File: src/rtl/fib_datapath.sv
// Register file plus single-cycle ALU executing Fibonacci FSM control words.
// Operands read combinationally; results and {C,Z,N,V} flags commit on enabled edges.
module fib_datapath #(
  parameter int WIDTH = 16,
  parameter int NREGS = 16
) (
  input  logic             clk,
  input  logic             reset,
  input  logic             en,
  input  logic [7:0]       alu_op,
  input  logic [7:0]       muxes,
  input  logic [NREGS-1:0] regs_en,
  input  logic [WIDTH-1:0] imm,
  input  logic [3:0]       dbg_sel,
  output logic [WIDTH-1:0] result,
  output logic [3:0]       flags,
  output logic [WIDTH-1:0] dbg_data
);

  typedef enum logic [3:0] {
    OP_ADD = 4'd0,
    OP_SUB = 4'd1,
    OP_AND = 4'd2,
    OP_OR  = 4'd3,
    OP_XOR = 4'd4,
    OP_NOT = 4'd5,
    OP_LSL = 4'd6,
    OP_LSR = 4'd7,
    OP_MOV = 4'd8,
    OP_CMP = 4'd9
  } op_e;

  localparam int MSB = WIDTH - 1;

  logic [WIDTH-1:0] r_q [NREGS];
  logic [WIDTH-1:0] r_d [NREGS];
  logic [3:0]       flags_q, flags_d;

  logic [3:0]       opcode;
  logic             imm_sel;
  logic [WIDTH-1:0] op_a, op_b, res;
  logic [WIDTH:0]   sum, diff;
  logic             c_out, v_out, flag_wr, reg_wr;
  logic             unused_alu_bits;

  assign opcode          = alu_op[3:0];
  assign imm_sel         = alu_op[7];
  assign unused_alu_bits = ^alu_op[6:4];

  assign op_a = r_q[muxes[7:4]];
  assign op_b = imm_sel ? imm : r_q[muxes[3:0]];
  assign sum  = {1'b0, op_a} + {1'b0, op_b};
  assign diff = {1'b0, op_a} - {1'b0, op_b};

  always_comb begin
    res     = op_a;
    c_out   = 1'b0;
    v_out   = 1'b0;
    flag_wr = 1'b1;
    reg_wr  = 1'b1;
    case (opcode)
      OP_ADD: begin
        res   = sum[MSB:0];
        c_out = sum[WIDTH];
        v_out = (op_a[MSB] == op_b[MSB]) && (res[MSB] != op_a[MSB]);
      end
      OP_SUB, OP_CMP: begin
        res    = diff[MSB:0];
        // Carry means "no borrow", i.e. A >= B unsigned.
        c_out  = ~diff[WIDTH];
        v_out  = (op_a[MSB] != op_b[MSB]) && (res[MSB] != op_a[MSB]);
        reg_wr = (opcode == OP_SUB);
      end
      OP_AND: res = op_a & op_b;
      OP_OR:  res = op_a | op_b;
      OP_XOR: res = op_a ^ op_b;
      OP_NOT: res = ~op_a;
      OP_LSL: begin
        res   = {op_a[MSB-1:0], 1'b0};
        c_out = op_a[MSB];
      end
      OP_LSR: begin
        res   = {1'b0, op_a[MSB:1]};
        c_out = op_a[0];
      end
      OP_MOV: res = op_b;
      default: begin
        flag_wr = 1'b0;
        reg_wr  = 1'b0;
      end
    endcase
  end

  always_comb begin
    flags_d = flags_q;
    if (en && flag_wr) begin
      flags_d = {c_out, (res == '0), res[MSB], v_out};
    end
  end

  always_ff @(posedge clk or negedge reset) begin
    if (!reset) begin
      flags_q <= '0;
    end else begin
      flags_q <= flags_d;
    end
  end

  // One flop bank per register so a multi-hot regs_en fans the result out.
  genvar gi;
  generate
    for (gi = 0; gi < NREGS; gi++) begin : g_reg
      always_comb begin
        r_d[gi] = r_q[gi];
        if (en && reg_wr && regs_en[gi]) begin
          r_d[gi] = res;
        end
      end

      always_ff @(posedge clk or negedge reset) begin
        if (!reset) begin
          r_q[gi] <= '0;
        end else begin
          r_q[gi] <= r_d[gi];
        end
      end
    end
  endgenerate

  assign result   = res;
  assign flags    = flags_q;
  assign dbg_data = r_q[dbg_sel];

endmodule
File: config.mk
export PLATFORM = sky130hd
export DESIGN_NAME = fib_datapath
export DESIGN_NICKNAME = d
export VERILOG_FILES = /design/src/rtl/fib_datapath.sv
export SDC_FILE = /design/constraint.sdc
export NUM_CORES = 1
export LEC_CHECK = 0
export CORE_MARGIN = 1
export CORE_UTILIZATION = 30
export CTS_CLUSTER_SIZE = 30
export DETAILED_ROUTE_END_ITERATION = 10
export GPL_TIMING_DRIVEN = 0
export PLACE_DENSITY_LB_ADDON = 0.08
export REMOVE_ABC_BUFFERS = 1
export SLEW_MARGIN = 20
export SYNTH_ARGS = -nofsm -noshare
export SYNTH_HDL_FRONTEND = slang
export SYNTH_SLANG_ARGS = --single-unit
File: constraint.sdc
create_clock -name clk -period 6.2 [get_ports clk]
set_input_delay 0.62 -clock clk [delete_from_list [all_inputs] [get_ports clk]]
set_output_delay 0.62 -clock clk [all_outputs]
set_load 0.01 [all_outputs]
## After elaboration in Yosys (flattened, before gate mapping)

Index checks and enable logic that the tools add are counted.

- Register bits: 260
- Bits in latches: 0
- Memory bits (writable): 0
- Bits in read-only memories: 0
- Input port bits: 55
- Output and inout port bits: 36
- Logic and storage cells: 83
- Memories kept: 0

- Add/subtract/negate cells: 2
- Multiply operators: 0
- Divide/modulo/power cells: 0
- Order comparisons: 3
- Eq/ne operators: 13
- Shift operators: 0
- Multiplexer cells: 15
- Bitwise gates (word level): 8
- Reduce and logical (&&, ||, !) cells: 25

Operators by type and width:

| operator | count |
|---|---|
| $bmux W16 S4 | 3 |
| $pmux W16 S9 | 1 |
| $mux W16 | 7 |
| $logic_and A1 B1 Y1 | 20 |
| $add A16 B16 Y17 | 1 |
| $sub A16 B16 Y17 | 1 |
| $and A16 B16 Y16 | 1 |
| $eq A4 B3 Y1 const B | 4 |
| $logic_not A16 Y1 | 1 |
| $not A16 Y16 | 1 |
| $or A16 B16 Y16 | 1 |
| $xor A16 B16 Y16 | 1 |
| $ge A5 B5 Y1 const B | 3 |
| $not A4 Y5 | 3 |
| $reduce_or A10 Y1 | 1 |
| $eq A4 B2 Y1 const B | 2 |
| $eq A4 B4 Y1 const B | 2 |
| $reduce_or A8 Y1 | 1 |
| $eq A4 B1 Y1 const B | 1 |
| $logic_not A4 Y1 | 1 |
| $pmux W1 S2 | 2 |
| $pmux W1 S4 | 1 |
| $ne A1 B1 Y1 | 3 |
| $reduce_or A2 Y1 | 1 |
| 3 further kinds | 3 |

## Depth between registers and ports, before layout

Gate-level depths: netlist of run 1.

- Depth in word-level cells: 9
- Gate-level depth with buffers: 23
- Depth with buffers taken out: 18

## Worst setup path before layout of run 1

No wires, ideal clock.

- Kind: input port to output port
- Start point: input muxes[1]
- End point: output result[15]
- Arrival: 5.262 ns
- Data required time: 5.580 ns
- Slack: 0.318 ns
- Stages: 21
- Path buffers: 5
- Path through: buf_2 > buf_2 > buf_2 > buf_1 > mux4_2 > mux2i_1 > o22ai_1 > a21oi_1 > inv_1 > ha_1 > a211o_1 > nor3_1 > a21oi_1 > a21o_1 > a31o_2 > a2111oi_0 > nor3_1 > mux2i_1 > o311a_1 > buf_2 > a21oi_1

- Cells in the longest elaborated chain, start to end: 7
- Elaborated cells between the ends (all ways): 11
- Those cells by class: add/sub: 2; mux: 5; bitwise: 4

Ends and longest elaborated chain:

| item | line | RTL |
|---|---|---|
| from (decl) | 11 | `input logic [7:0] muxes,` |
| $not A4 Y5 (implied by the code) * | 51 | `assign op_b = imm_sel ? imm : r_q[muxes[3:0]];` |
| $bmux W16 S4 * | 51 |  |
| $mux W16 (implied by the code) * (2 in series) | 51 |  |
| $mux W16 * | 51 |  |
| $sub A16 B16 Y17, or another cell as far along | 53 | `assign diff = {1'b0, op_a} - {1'b0, op_b};` |
| $pmux W16 S9 * | 61 | `case (opcode)` |
| to (decl) | 15 | `output logic [WIDTH-1:0] result,` |

Mark *: on every way between the ends. The rest lies on a longest branch, timed or not. The select of a mux whose other input is x is not followed.

## Final worst setup path of run 1

- Start point: input muxes[5]
- End point: output result[14]

- Cells in the longest elaborated chain, start to end: 6
- Elaborated cells between the ends (all ways): 11
- Those cells by class: add/sub: 2; mux: 4; bitwise: 5

Ends and longest elaborated chain:

| item | line | RTL |
|---|---|---|
| $not A4 Y5 (implied by the code) * | 50 | `assign op_a = r_q[muxes[7:4]];` |
| $bmux W16 S4 * | 50 |  |
| $mux W16 (implied by the code) * (2 in series) | 50 |  |
| $sub A16 B16 Y17, or another cell as far along | 53 |  |
| $pmux W16 S9 * | 61 |  |

Marked as above.

==> metrics.yaml, run 1 <==
logic_synthesis:
  synth_area_per_cell_um2: 12.4
  synthCells: 1584
  ys_seq_elements: 260
  yosysWarnings: 0
  synthArstFlopShare_pct: 100
  ys.flop_type: "dfrtp_1"
  ys_seq_area_share_pct: 33.2
  netlist_area_um2: 19600
  synth_edf_count: 0
  ys_types: 80
timing:
  fin_setup_tns_ps: 0
  worst_pin_slew_ps: 1120
  skew_ps: 16.2
  finalSetupViolCount: 0
  finalCriticalPeriod_ps: 6060
  fin_ws_ps: 139
  relSlewSlack_pct: 25.0
  rsz0062_at_grt: "true"
  hold_viol_final: 0
  finalMaxSlewViolations: 0
  hold_ws_ps: 494
  fin_crit_sh_pct: 97.8
  fmax_ghz: 0.165
finish:
  layout_common_cells: "261 x mux2_2, 260 x dfrtp_1, 200 x mux4_2"
  antenna_cells: 0
  areaGrowthSynthToFinish_pct: 19.9
  drive_gt1_share_pct: 40.4
  fin_cells: 2502
  final_core_util_pct: 36.4
  nets: 1728
  final_common_cell: "mux2_2"
clock_tree:
  path_clk_slew_ps: 60
  htree_levels: 2
  numCtsBuffers: 34
  clock_path_buffers: 3
  clockRootBuffer: "clkbuf_16"
  clock_sinks: 260
  clock_latency_ps: 540
  cts_tree: "built"
floorplan:
  die_w_um: 258
  start_util_pct: 30.4
  rows: 93
  dieHeight_um: 258
  coreArea_um2: 64500
  dieArea_um2: 66300
  io_pins: 91
setup_path:
  cp-end-kind: "output port"
  worstPathMaxFanout: 23
  crit_arrival_ps: 5440
  crit_type: "input port to output port"
  worstPathRequired_ps: 5580
  cp-start-kind: "input port"
global_route:
  grt_max_degree: 87
  grt.overflow.total: 0
  grt_antenna_before_repair: 3
  grt_util_all_layers_pct: 23.3
  grt_pass1_wl_um: 113000
  grt_pass1_vias: 15100
routing:
  wl_per_cell_um: 30.7
  via_per_inst: 5.88
  drt_first_pass_iters: 5
  drt-initial-drc-count: 1067
  via_count: 14700
  drc_errors: 0
  postRouteAntennaNets: 0
  wl_um: 76900
power_and_ir_drop:
  switching_share_pct: 39.0
  p_switching_mw: 4.20
  seqPwrFrac_pct: 31.2
  p_clk_share_pct: 18.4
  p_leak_nw: 9.20
  internal_power_mw: 6.57
  ir_worst_vdd_mv: 0.188
  p_comb_share_pct: 50.4
  p_per_area_nw_per_um2: 458
worst_hold_path:
  hp-class: "flip-flop to flip-flop"
placement:
  dp.cells: 2428
  place.gp.congestion: 0.816
  pre_cts_ws_ps: -1610
  dp_hpwl_um: 52200
  port_buffers: 87
run_status:
  outcome: "complete, no violations"
job:
  max_cap_violations: 0
==> final timing paths <==
path / from / to / slack [ps] / cells past startpoint
min reg2reg: flags[0] / flags[0] / 490 / 2
max in group asynchronous: reset / r_q[146] / 4480 / 4
min in group asynchronous: reset / flags[1] / 580 / 2
max reg2reg: r_q[192] / flags[2] / 610 / 18
max: muxes[5] / result[14] / 140 / 18
min: flags[0] / flags[0] / 490 / 2
==> metal layers <==
metal  wire length [µm]  part of all wire (%)  GRT usage [%]  vias up
li1                   -                     -              -     6274
met1              35600                    46           33.5     7894
met2              35600                    46           37.0      463
met3               3800                   4.9           3.28       92
met5                  0                     0              0        -
met4               1910                   2.5           5.97        0
==> synth_stat cells (6+ instances only) <==
master / instances / area share (%)
mux4_1: 11 / 1.5
buf_4: 6 / 0.23
nor2b_1: 14 / 0.45
mux2i_1: 56 / 2.9
a211oi_1: 10 / 0.38
a21o_1: 9 / 0.34
nor2_1: 40 / 0.77
nand3_1: 19 / 0.49
buf_2: 29 / 0.74
mux4_2: 200 / 23
mux2_2: 261 / 15
ha_1: 48 / 3.1
and2_1: 9 / 0.29
nand2b_1: 13 / 0.42
o221ai_1: 13 / 0.58
or3_1: 6 / 0.19
nand2_1: 109 / 2.1
a22oi_1: 11 / 0.42
clkbuf_1: 81 / 1.6
a21oi_1: 51 / 1.3
dfrtp_1: 260 / 33
nor3_1: 13 / 0.33
a32oi_1: 10 / 0.45
o211ai_1: 13 / 0.50
o21ai_0: 64 / 1.6
o22ai_1: 19 / 0.61
inv_1: 54 / 1.0
xnor2_1: 6 / 0.27
a2111oi_0: 7 / 0.31
buf_1: 19 / 0.36
o21a_1: 10 / 0.38
a31oi_1: 8 / 0.26
==> through the flow <==
stage / cell area, µm² / power (mW)
2_1_floorplan: 18900 / 6.55
5_1_grt: 23500 / 11.4
3_3_place_gp: 20900 / 8.39
3_5_place_dp: 21900 / 8.57
4_1_cts: 23400 / 10.8
6_report: 23500 / 10.8
==> sequential cells by signal, summed over array words and instances (netlist names) <==
signal	flops
flags	4
r_q	256
==> cells by family after synthesis <==
logic type	count (synthesis)	share of synthesized area [%]
and+or+nand+nor	255	6.26
muxes	531	42.6
xor gates and xnor gates	7	0.313
AOI/OAI and AO/OA	280	9.71
DFF	260	33.2
buffers and inverters	201	4.59
adders and majority gates	50	3.27
==> critical path, stage by stage <==
cell and delay, ps:
buf_8 210, buf_16 240, mux4_2 390, mux2_2 310, mux2i_4 180, ha_1 210
inv_1 60, fa_1 460, nor2b_1 190, o311a_1 350, o211a_1 300, o41ai_4 410
nor2_1 110, or4_1 400, a21o_1 210, a32oi_2 280, buf_8 170, dlygate4sd2_1 280
==> layout make-up <==
type	count	area, µm²
timing repair buffer	146	2030
fill	6261	41000
sequential	260	6510
inverter	58	220
tap	855	1070
clock buffer	51	1040
clock inverter	9	73.8
multi-input combinational	1123	12500
==> power by group through the flow <==
stage / sequential (mW) / clock (mW) / combinational, mW
final: 3.36 / 1.98 / 5.42
after global routing: 3.48 / 2.11 / 5.80
after CTS: 3.32 / 2.04 / 5.39
after detailed placement: 3.35 / 0 / 5.22
after global placement: 3.31 / 0 / 5.09
after floorplan: 3.03 / 0 / 3.53
==> repair_timing <==
item	CTS	global route
gates cloned	5	0
pin swaps	5	2
resized for setup	46	11
hold buffers	1	0
endpoints found under the hold margin	39	0
setup endpoints to repair	32	8
buffers inserted	6	2
Power figures use the tool's default switching activity.
==> run 2, diff against run 1 <==
--- a/config.mk
+++ b/config.mk
@@ -7,8 +7,10 @@
 export LEC_CHECK = 0
 export CORE_MARGIN = 1
 export CORE_UTILIZATION = 30
+export CTS_BUF_LIST = sky130_fd_sc_hd__clkbuf_8
 export CTS_CLUSTER_SIZE = 30
 export DETAILED_ROUTE_END_ITERATION = 10
+export GPL_ROUTABILITY_DRIVEN = 0
 export GPL_TIMING_DRIVEN = 0
 export PLACE_DENSITY_LB_ADDON = 0.08
 export REMOVE_ABC_BUFFERS = 1
==> run 2 against run 1 <==
  * Routed wire length is 0.30% higher
  * Worst hold slack hardly changed
  * Cell count is 1.4% higher
  * Clock skew is 12 ps higher
  * Utilization hardly changed
  * Maximum frequency is 0.34% lower
  * Die area stayed put
  * Highest routed layer unchanged
  * First-iteration DRC count is 19% higher
==> metrics.yaml, run 2 (synthesis gave the netlist of run 1 again) <==
run_status:
  outcome: "complete, no violations"  # unchanged
floorplan:
  rows: 93  # unchanged
  io_pins: 91  # unchanged
  die_w_um: 258  # unchanged
  start_util_pct: 30.4  # unchanged
  coreArea_um2: 64500  # unchanged
  dieHeight_um: 258  # unchanged
  dieArea_um2: 66300  # unchanged
clock_tree:
  path_clk_slew_ps: 60  # about the same
  clock_sinks: 260  # unchanged
  htree_levels: 2  # unchanged
  clock_path_buffers: 3  # unchanged
  numCtsBuffers: 49  # was 34
  cts_tree: "built"  # unchanged
  clock_latency_ps: 620  # was 540 ps
  clockRootBuffer: "clkbuf_8"  # was clkbuf_16
routing:
  via_count: 14800  # was 14700
  dr_wl_met2_um: 35500  # was 35600 µm
  wl_per_cell_um: 30.4  # was 30.7 µm
  met1_length_um: 35900  # was 35600 µm
  postRouteAntennaNets: 0  # unchanged
  wl_met3_um: 3610  # was 3800 µm
  drt_first_pass_iters: 5  # unchanged
  drc_errors: 0  # unchanged
  top_layer_used: "met4"  # unchanged
  drt-initial-drc-count: 1269  # was 1067
  wl_um: 77100  # was 76900 µm
  via_per_inst: 5.84  # was 5.88
global_route:
  grt_util_all_layers_pct: 23.2  # was 23.3%
  grt_pass1_wl_um: 112000  # was 113000 µm
  grt_pass1_vias: 15200  # was 15100
  grt_antenna_before_repair: 4  # was 3
  grt.overflow.total: 0  # unchanged
  grt_max_degree: 87  # unchanged
timing:
  skew_ps: 28.1  # was 16.2 ps
  finalMaxSlewViolations: 0  # unchanged
  fin_crit_sh_pct: 98.1  # was 97.8%
  finalCriticalPeriod_ps: 6080  # was 6060 ps
  worst_pin_slew_ps: 1100  # was 1120 ps
  fmax_ghz: 0.164  # was 0.165 GHz
  rsz0062_at_grt: "false"  # was true
  finalSetupViolCount: 0  # unchanged
  hold_viol_final: 0  # unchanged
  relSlewSlack_pct: 25.6  # was 25.0%
power_and_ir_drop:
  ir_worst_vdd_mv: 0.132  # was 0.188 mV
  p_per_area_nw_per_um2: 450  # was 458 nW/µm²
  p_leak_nw: 9.29  # was 9.20 nW
  power_mw: 10.6  # was 10.8 mW
finish:
  final_common_cell: "mux2_2"  # unchanged
  nets: 1749  # was 1728
  top_register: "r_q"  # unchanged
  layout_common_cells: "261 x mux2_2, 260 x dfrtp_1, 200 x mux4_2"  # unchanged
  largest_reg_flops: 256  # unchanged
  fin_cells: 2537  # was 2502
  final_core_util_pct: 36.4  # about the same
  areaGrowthSynthToFinish_pct: 19.9  # about the same
  fillers: 6294  # was 6261
  drive_gt1_share_pct: 41.1  # was 40.4%
setup_path:
  crit_end: "result[10]"  # was result[14]
  crit_arrival_ps: 5460  # was 5440 ps
  worstPathMaxFanout: 23  # unchanged
  startpoint: "muxes[5]"  # unchanged
  crit_type: "input port to output port"  # unchanged
  regToRegStartpoint: "r_q[0]"  # was r_q[192]
  cp-end-kind: "output port"  # unchanged
  cp-start-kind: "input port"  # unchanged
  r2r_slack_ps: 570  # was 610 ps
  worstPathRequired_ps: 5580  # about the same
  reg2regPathDepth: 18  # unchanged
  r2r_end: "flags[2]"  # unchanged
placement:
  port_buffers: 87  # unchanged
  dp.cells: 2428  # unchanged
  dp_hpwl_um: 52200  # unchanged
job:
  max_cap_violations: 0  # unchanged
worst_hold_path:
  hp-class: "flip-flop to flip-flop"  # unchanged
-- run 2: cell types whose count changed in the layout (fill, tap and decap cells not counted), moves of 2 or more --
cell	before	now
clkbuf_1	8	0
inv_1	53	71
clkbuf_8	6	62
dlymetal6s2s_1	0	2
buf_4	11	15
clkbuf_16	37	2
-- run 2: worst min path at each step --
stage | to | cells after the start | from | slack (ps)
final | flags[0] | 2 | flags[0] | 490
after global routing | flags[1] | 2 | reset | 500
after CTS | flags[3] | 2 | reset | 460
after detailed placement | flags[0] | 2 | flags[0] | 480
after global placement | flags[1] | 2 | flags[1] | 470
after floorplan | flags[0] | 0 | reset | 320
-- run 2: repair_timing --
| item | CTS | global route |
|---|---|---|
| setup endpoints to repair | 32 | 8 |
| hold endpoints to repair | 39 | 0 |
| hold buffers | 1 | 0 |
| buffers inserted | 6 | 7 |
| gates cloned | 4 | 2 |
| pin swaps | 5 | 4 |
| resized for setup | 47 | 14 |
-- run 2: final cells by class --
class                      count  area (µm²)  area share (%)
sequential                   260        6510            27.7
clock inverter                26         158           0.671
timing repair buffer         152        2100            8.95
inverter                      58         220           0.938
clock buffer                  62         853            3.63
antenna                        1        2.50          0.0107
tap                          855        1070            4.56
multi-input combinational   1123       12600            53.5
-- run 2: worst max-delay path, cell delays in order --
cell	delay (ps)
buf_6	260
buf_16	250
mux4_2	390
mux2_2	310
mux2i_4	180
ha_2	220
inv_1	60
fa_1	450
nor2b_1	190
o311a_1	350
o211a_1	300
or3_1	360
a21oi_1	250
o32a_2	570
clkdlybuf4s50_1	640
-- run 2: power by group --
group / internal [mW] / total, mW / switching (mW)
logic: 2.86 / 5.45 / 2.59
clock network: 0.977 / 1.75 / 0.774
registers: 2.52 / 3.36 / 0.842
total: 6.35 / 10.6 / 4.21
-- run 2: per-layer routing --
layer	global-route usage [%]	vias up
met3	3.06	101
met1	33.5	7930
met4	6.54	0
met2	36.5	451
li1	-	6337
met5	0	-
-- run 2: through the flow --
| stage | setup WS, ps | hold slack (ps) | TNS [ps] | instance area (µm²) |
|---|---|---|---|---|
| after floorplan | 586 | 324 | 0 | 18900 |
| after global placement | -7620 | 474 | -3221280 | 20900 |
| after detailed placement | -1610 | 485 | -49690 | 21900 |
| after CTS | -25.5 | 463 | -25.5 | 23300 |
| after global routing | 2.75 | 500 | 0 | 23500 |
| final | 118 | 494 | 0 | 23500 |
==> run 3, diff against run 2 <==
--- a/config.mk
+++ b/config.mk
@@ -14,7 +14,6 @@
 export GPL_TIMING_DRIVEN = 0
 export PLACE_DENSITY_LB_ADDON = 0.08
 export REMOVE_ABC_BUFFERS = 1
-export SLEW_MARGIN = 20
 export SYNTH_ARGS = -nofsm -noshare
 export SYNTH_HDL_FRONTEND = slang
 export SYNTH_SLANG_ARGS = --single-unit
==> constraint.sdc (replaced) <==
create_clock -name clk -period 7.7 [get_ports clk]
set_input_delay 0.77 -clock clk [delete_from_list [all_inputs] [get_ports clk]]
set_output_delay 0.77 -clock clk [all_outputs]
set_load 0.01 [all_outputs]
==> run 3 against run 2 <==
  * Largest cell class unchanged
  * Cell count is 1.6% lower
  * Critical path depth up 3
  * Sequential power down 19%
  * Total power shrank 22%
  * Register-to-register slack better by 940 ps
  * Clock skew decreased by 4.2 ps
  * Count of clock-buffer cells in the layout shrank 5
  * Highest routed layer is now met5
  * Global-route usage decreased by 0.39 points
==> metrics.yaml, run 3 (synthesis gave the netlist of run 1 again) <==
clock_tree:
  numCtsBuffers: 49  # unchanged
  clock_path_buffers: 3  # unchanged
  cts_tree: "built"  # unchanged
  cts_hold_buffers: 0  # was 1
  clockRootBuffer: "clkbuf_8"  # unchanged
  htree_levels: 2  # unchanged
  clock_latency_ps: 620  # about the same
  path_clk_slew_ps: 60  # about the same
  clock_sinks: 260  # unchanged
  postCtsSetupRepairBufs: 0  # was 6
global_route:
  grt_antenna_before_repair: 5  # was 4
  grt.overflow.total: 0  # unchanged
  grt_pass1_wl_um: 110000  # was 112000 µm
  grt_util_all_layers_pct: 22.9  # was 23.2%
  grt_pass1_vias: 15000  # was 15200
  grt_max_degree: 112  # was 87
floorplan:
  io_pins: 91  # unchanged
  die_w_um: 258  # unchanged
  start_util_pct: 30.4  # unchanged
  dieHeight_um: 258  # unchanged
  dieArea_um2: 66300  # unchanged
  rows: 93  # unchanged
  coreArea_um2: 64500  # unchanged
setup_path:
  regToRegStartpoint: "r_q[129]"  # was r_q[0]
  crit_buf_inv: 4  # unchanged
  crit_arrival_ps: 6670  # was 5460 ps
  critPathSlowestCell: "nor4b_1"  # was clkdlybuf4s50_1
  r2r_end: "flags[2]"  # unchanged
  reg2regPathDepth: 15  # was 18
  r2r_slack_ps: 1510  # was 570 ps
  path_cells: "buf_6 -> buf_16 -> mux4_2 -> mux2i_1 -> mux2i_1 -> inv_1 -> ha_1 -> o21bai_1 -> nor4b_1 -> o311ai_1 -> nand2_1 -> nand2_1 -> o211ai_1 -> o21a_1 -> a31oi_1 -> o311a_2 -> a21oi_1 -> clkdlybuf4s50_1"  # was buf_6 -> buf_16 -> mux4_2 -> mux2_2 -> mux2i_4 -> ha_2 -> inv_1 -> fa_1 -> nor2b_1 -> o311a_1 -> o211a_1 -> or3_1 -> a21oi_1 -> o32a_2 -> clkdlybuf4s50_1
  cp-start-kind: "input port"  # unchanged
  cpLargestDelayFamily: "compound AO/OA/AOI/OAI gates"  # unchanged
  worstPathMaxFanout: 60  # was 23
  crit_type: "input port to output port"  # unchanged
  crit_path_max_incr_delay_ps: 750  # was 640 ps
  startpoint: "muxes[4]"  # was muxes[5]
  worstPathRequired_ps: 6930  # was 5580 ps
  cp-end-kind: "output port"  # unchanged
timing:
  rsz0062_at_grt: "false"  # unchanged
  finalCriticalPeriod_ps: 7440
  hold_viol_final: 0  # unchanged
  relSlewSlack_pct: 1.97  # was 25.6%
  skew_ps: 24.0  # was 28.1 ps
  worst_pin_slew_ps: 1470  # was 1100 ps
  fin_crit_sh_pct: 96.6
  fmax_ghz: 0.134
  hold_ws_ps: 68.7  # was 494 ps
  fin_ws_ps: 265  # was 118 ps
  finalSetupViolCount: 0  # unchanged
  finalMaxSlewViolations: 0  # unchanged
finish:
  top_register: "r_q"  # unchanged
  final_core_util_pct: 34.7  # was 36.4%
  final_common_cell: "mux2_2"  # unchanged
  largest_reg_flops: 256  # unchanged
  layout_common_cells: "261 x mux2_2, 260 x dfrtp_1, 200 x mux4_2"  # unchanged
  drive_gt1_share_pct: 37.6  # was 41.1%
  finalInstanceArea_um2: 22400  # was 23500 µm²
  areaGrowthSynthToFinish_pct: 14.2  # was 19.9%
  nets: 1712  # was 1749
placement:
  port_buffers: 87  # unchanged
  pre_cts_ws_ps: -962  # was -1610 ps
  dp_hpwl_um: 49600  # was 52200 µm
  place_area_um2: 21400  # was 21900 µm²
routing:
  via_count: 14800  # about the same
  wl_per_cell_um: 30.3  # was 30.4 µm
  drt-initial-drc-count: 1136  # was 1269
  drc_errors: 0  # unchanged
  via_per_inst: 5.92  # was 5.84
  postRouteAntennaNets: 0  # unchanged
  wl_um: 75600  # was 77100 µm
  drt_first_pass_iters: 5  # unchanged
power_and_ir_drop:
  ir_worst_vdd_mv: 0.102  # was 0.132 mV
  p_per_area_nw_per_um2: 367  # was 450 nW/µm²
  p_leak_nw: 8.78  # was 9.29 nW
job:
  max_cap_violations: 0  # unchanged
worst_hold_path:
  hp-class: "input port to asynchronous set/reset pin"  # was flip-flop to flip-flop
run_status:
  outcome: "complete, no violations"  # unchanged
[run 3: changes by cell type in the layout (fill, tap and decap cells not counted), sizes merged, moves of 2 or more]
cell,change
buf,-33
clkbuf,-8
diode,+2
dlymetal6s2s,-2
clkdlybuf4s50,+6
bufbuf,-4
[run 3: area by class of cell]
type | count | area [µm²]
clock buffers | 57 | 785
fillers | 6389 | 42100
diodes | 3 | 7.51
repair buffers | 115 | 1340
inverters | 58 | 221
well taps | 855 | 1070
flip-flops and latches | 260 | 6510
multi-input cells | 1123 | 12300
clock inverters | 26 | 133
[run 3: worst register-to-register path: stages (launching register included)]
cell	delay, ps
dfrtp_1	410
mux4_2	480
mux2i_1	530
mux2i_1	370
inv_1	230
ha_1	280
o21bai_1	230
nor4b_1	750
o311ai_1	310
nand3_1	150
a2bb2oi_1	110
o32a_4	500
or4b_1	570
or4_1	460
or4_1	490
o41ai_2	230
[run 3: worst max-delay path by stage]
stage | to | slack [ps] | cells past startpoint
2_1_floorplan | result[14] | 1790 | 14
3_3_place_gp | r_q[179] | -6270 | 1
3_5_place_dp | result[15] | -960 | 17
4_1_cts | result[14] | 70 | 18
5_1_grt | result[15] | 30 | 18
6_report | result[15] | 260 | 18
[run 3: repair_timing]
item / 4_1_cts / 5_1_grt
pin swaps: 0 / 0
cloned: 0 / 0
gates resized for setup: 8 / 9
setup endpoints to repair: 10 / 5
[run 3: layer usage]
metal  track usage [%]  part of all wire (%)  wire length (µm)
met1              32.7                    46             35100
met2              35.1                    45             33900
met3              3.73                   5.4              4060
met4              7.77                   3.2              2460
met5                 0                 0.015                11
[run 3: per-stage QoR]
| stage | std cells | power [mW] | setup TNS (ps) |
|---|---|---|---|
| after detailed placement | 2411 | 6.86 | -5440 |
| after global routing | 2495 | 8.73 | 0 |
| after CTS | 2494 | 8.23 | 0 |
| after floorplan | 1441 | 5.28 | 0 |
| final | 2497 | 8.21 | 0 |
| after global placement | 2383 | 6.76 | -2480880 |
[run 3: power breakdown]
group / switching, mW / total [mW] / internal [mW]
clock: 0.610 / 1.31 / 0.699
combinational: 2.01 / 4.19 / 2.18
sequential: 0.678 / 2.71 / 2.03
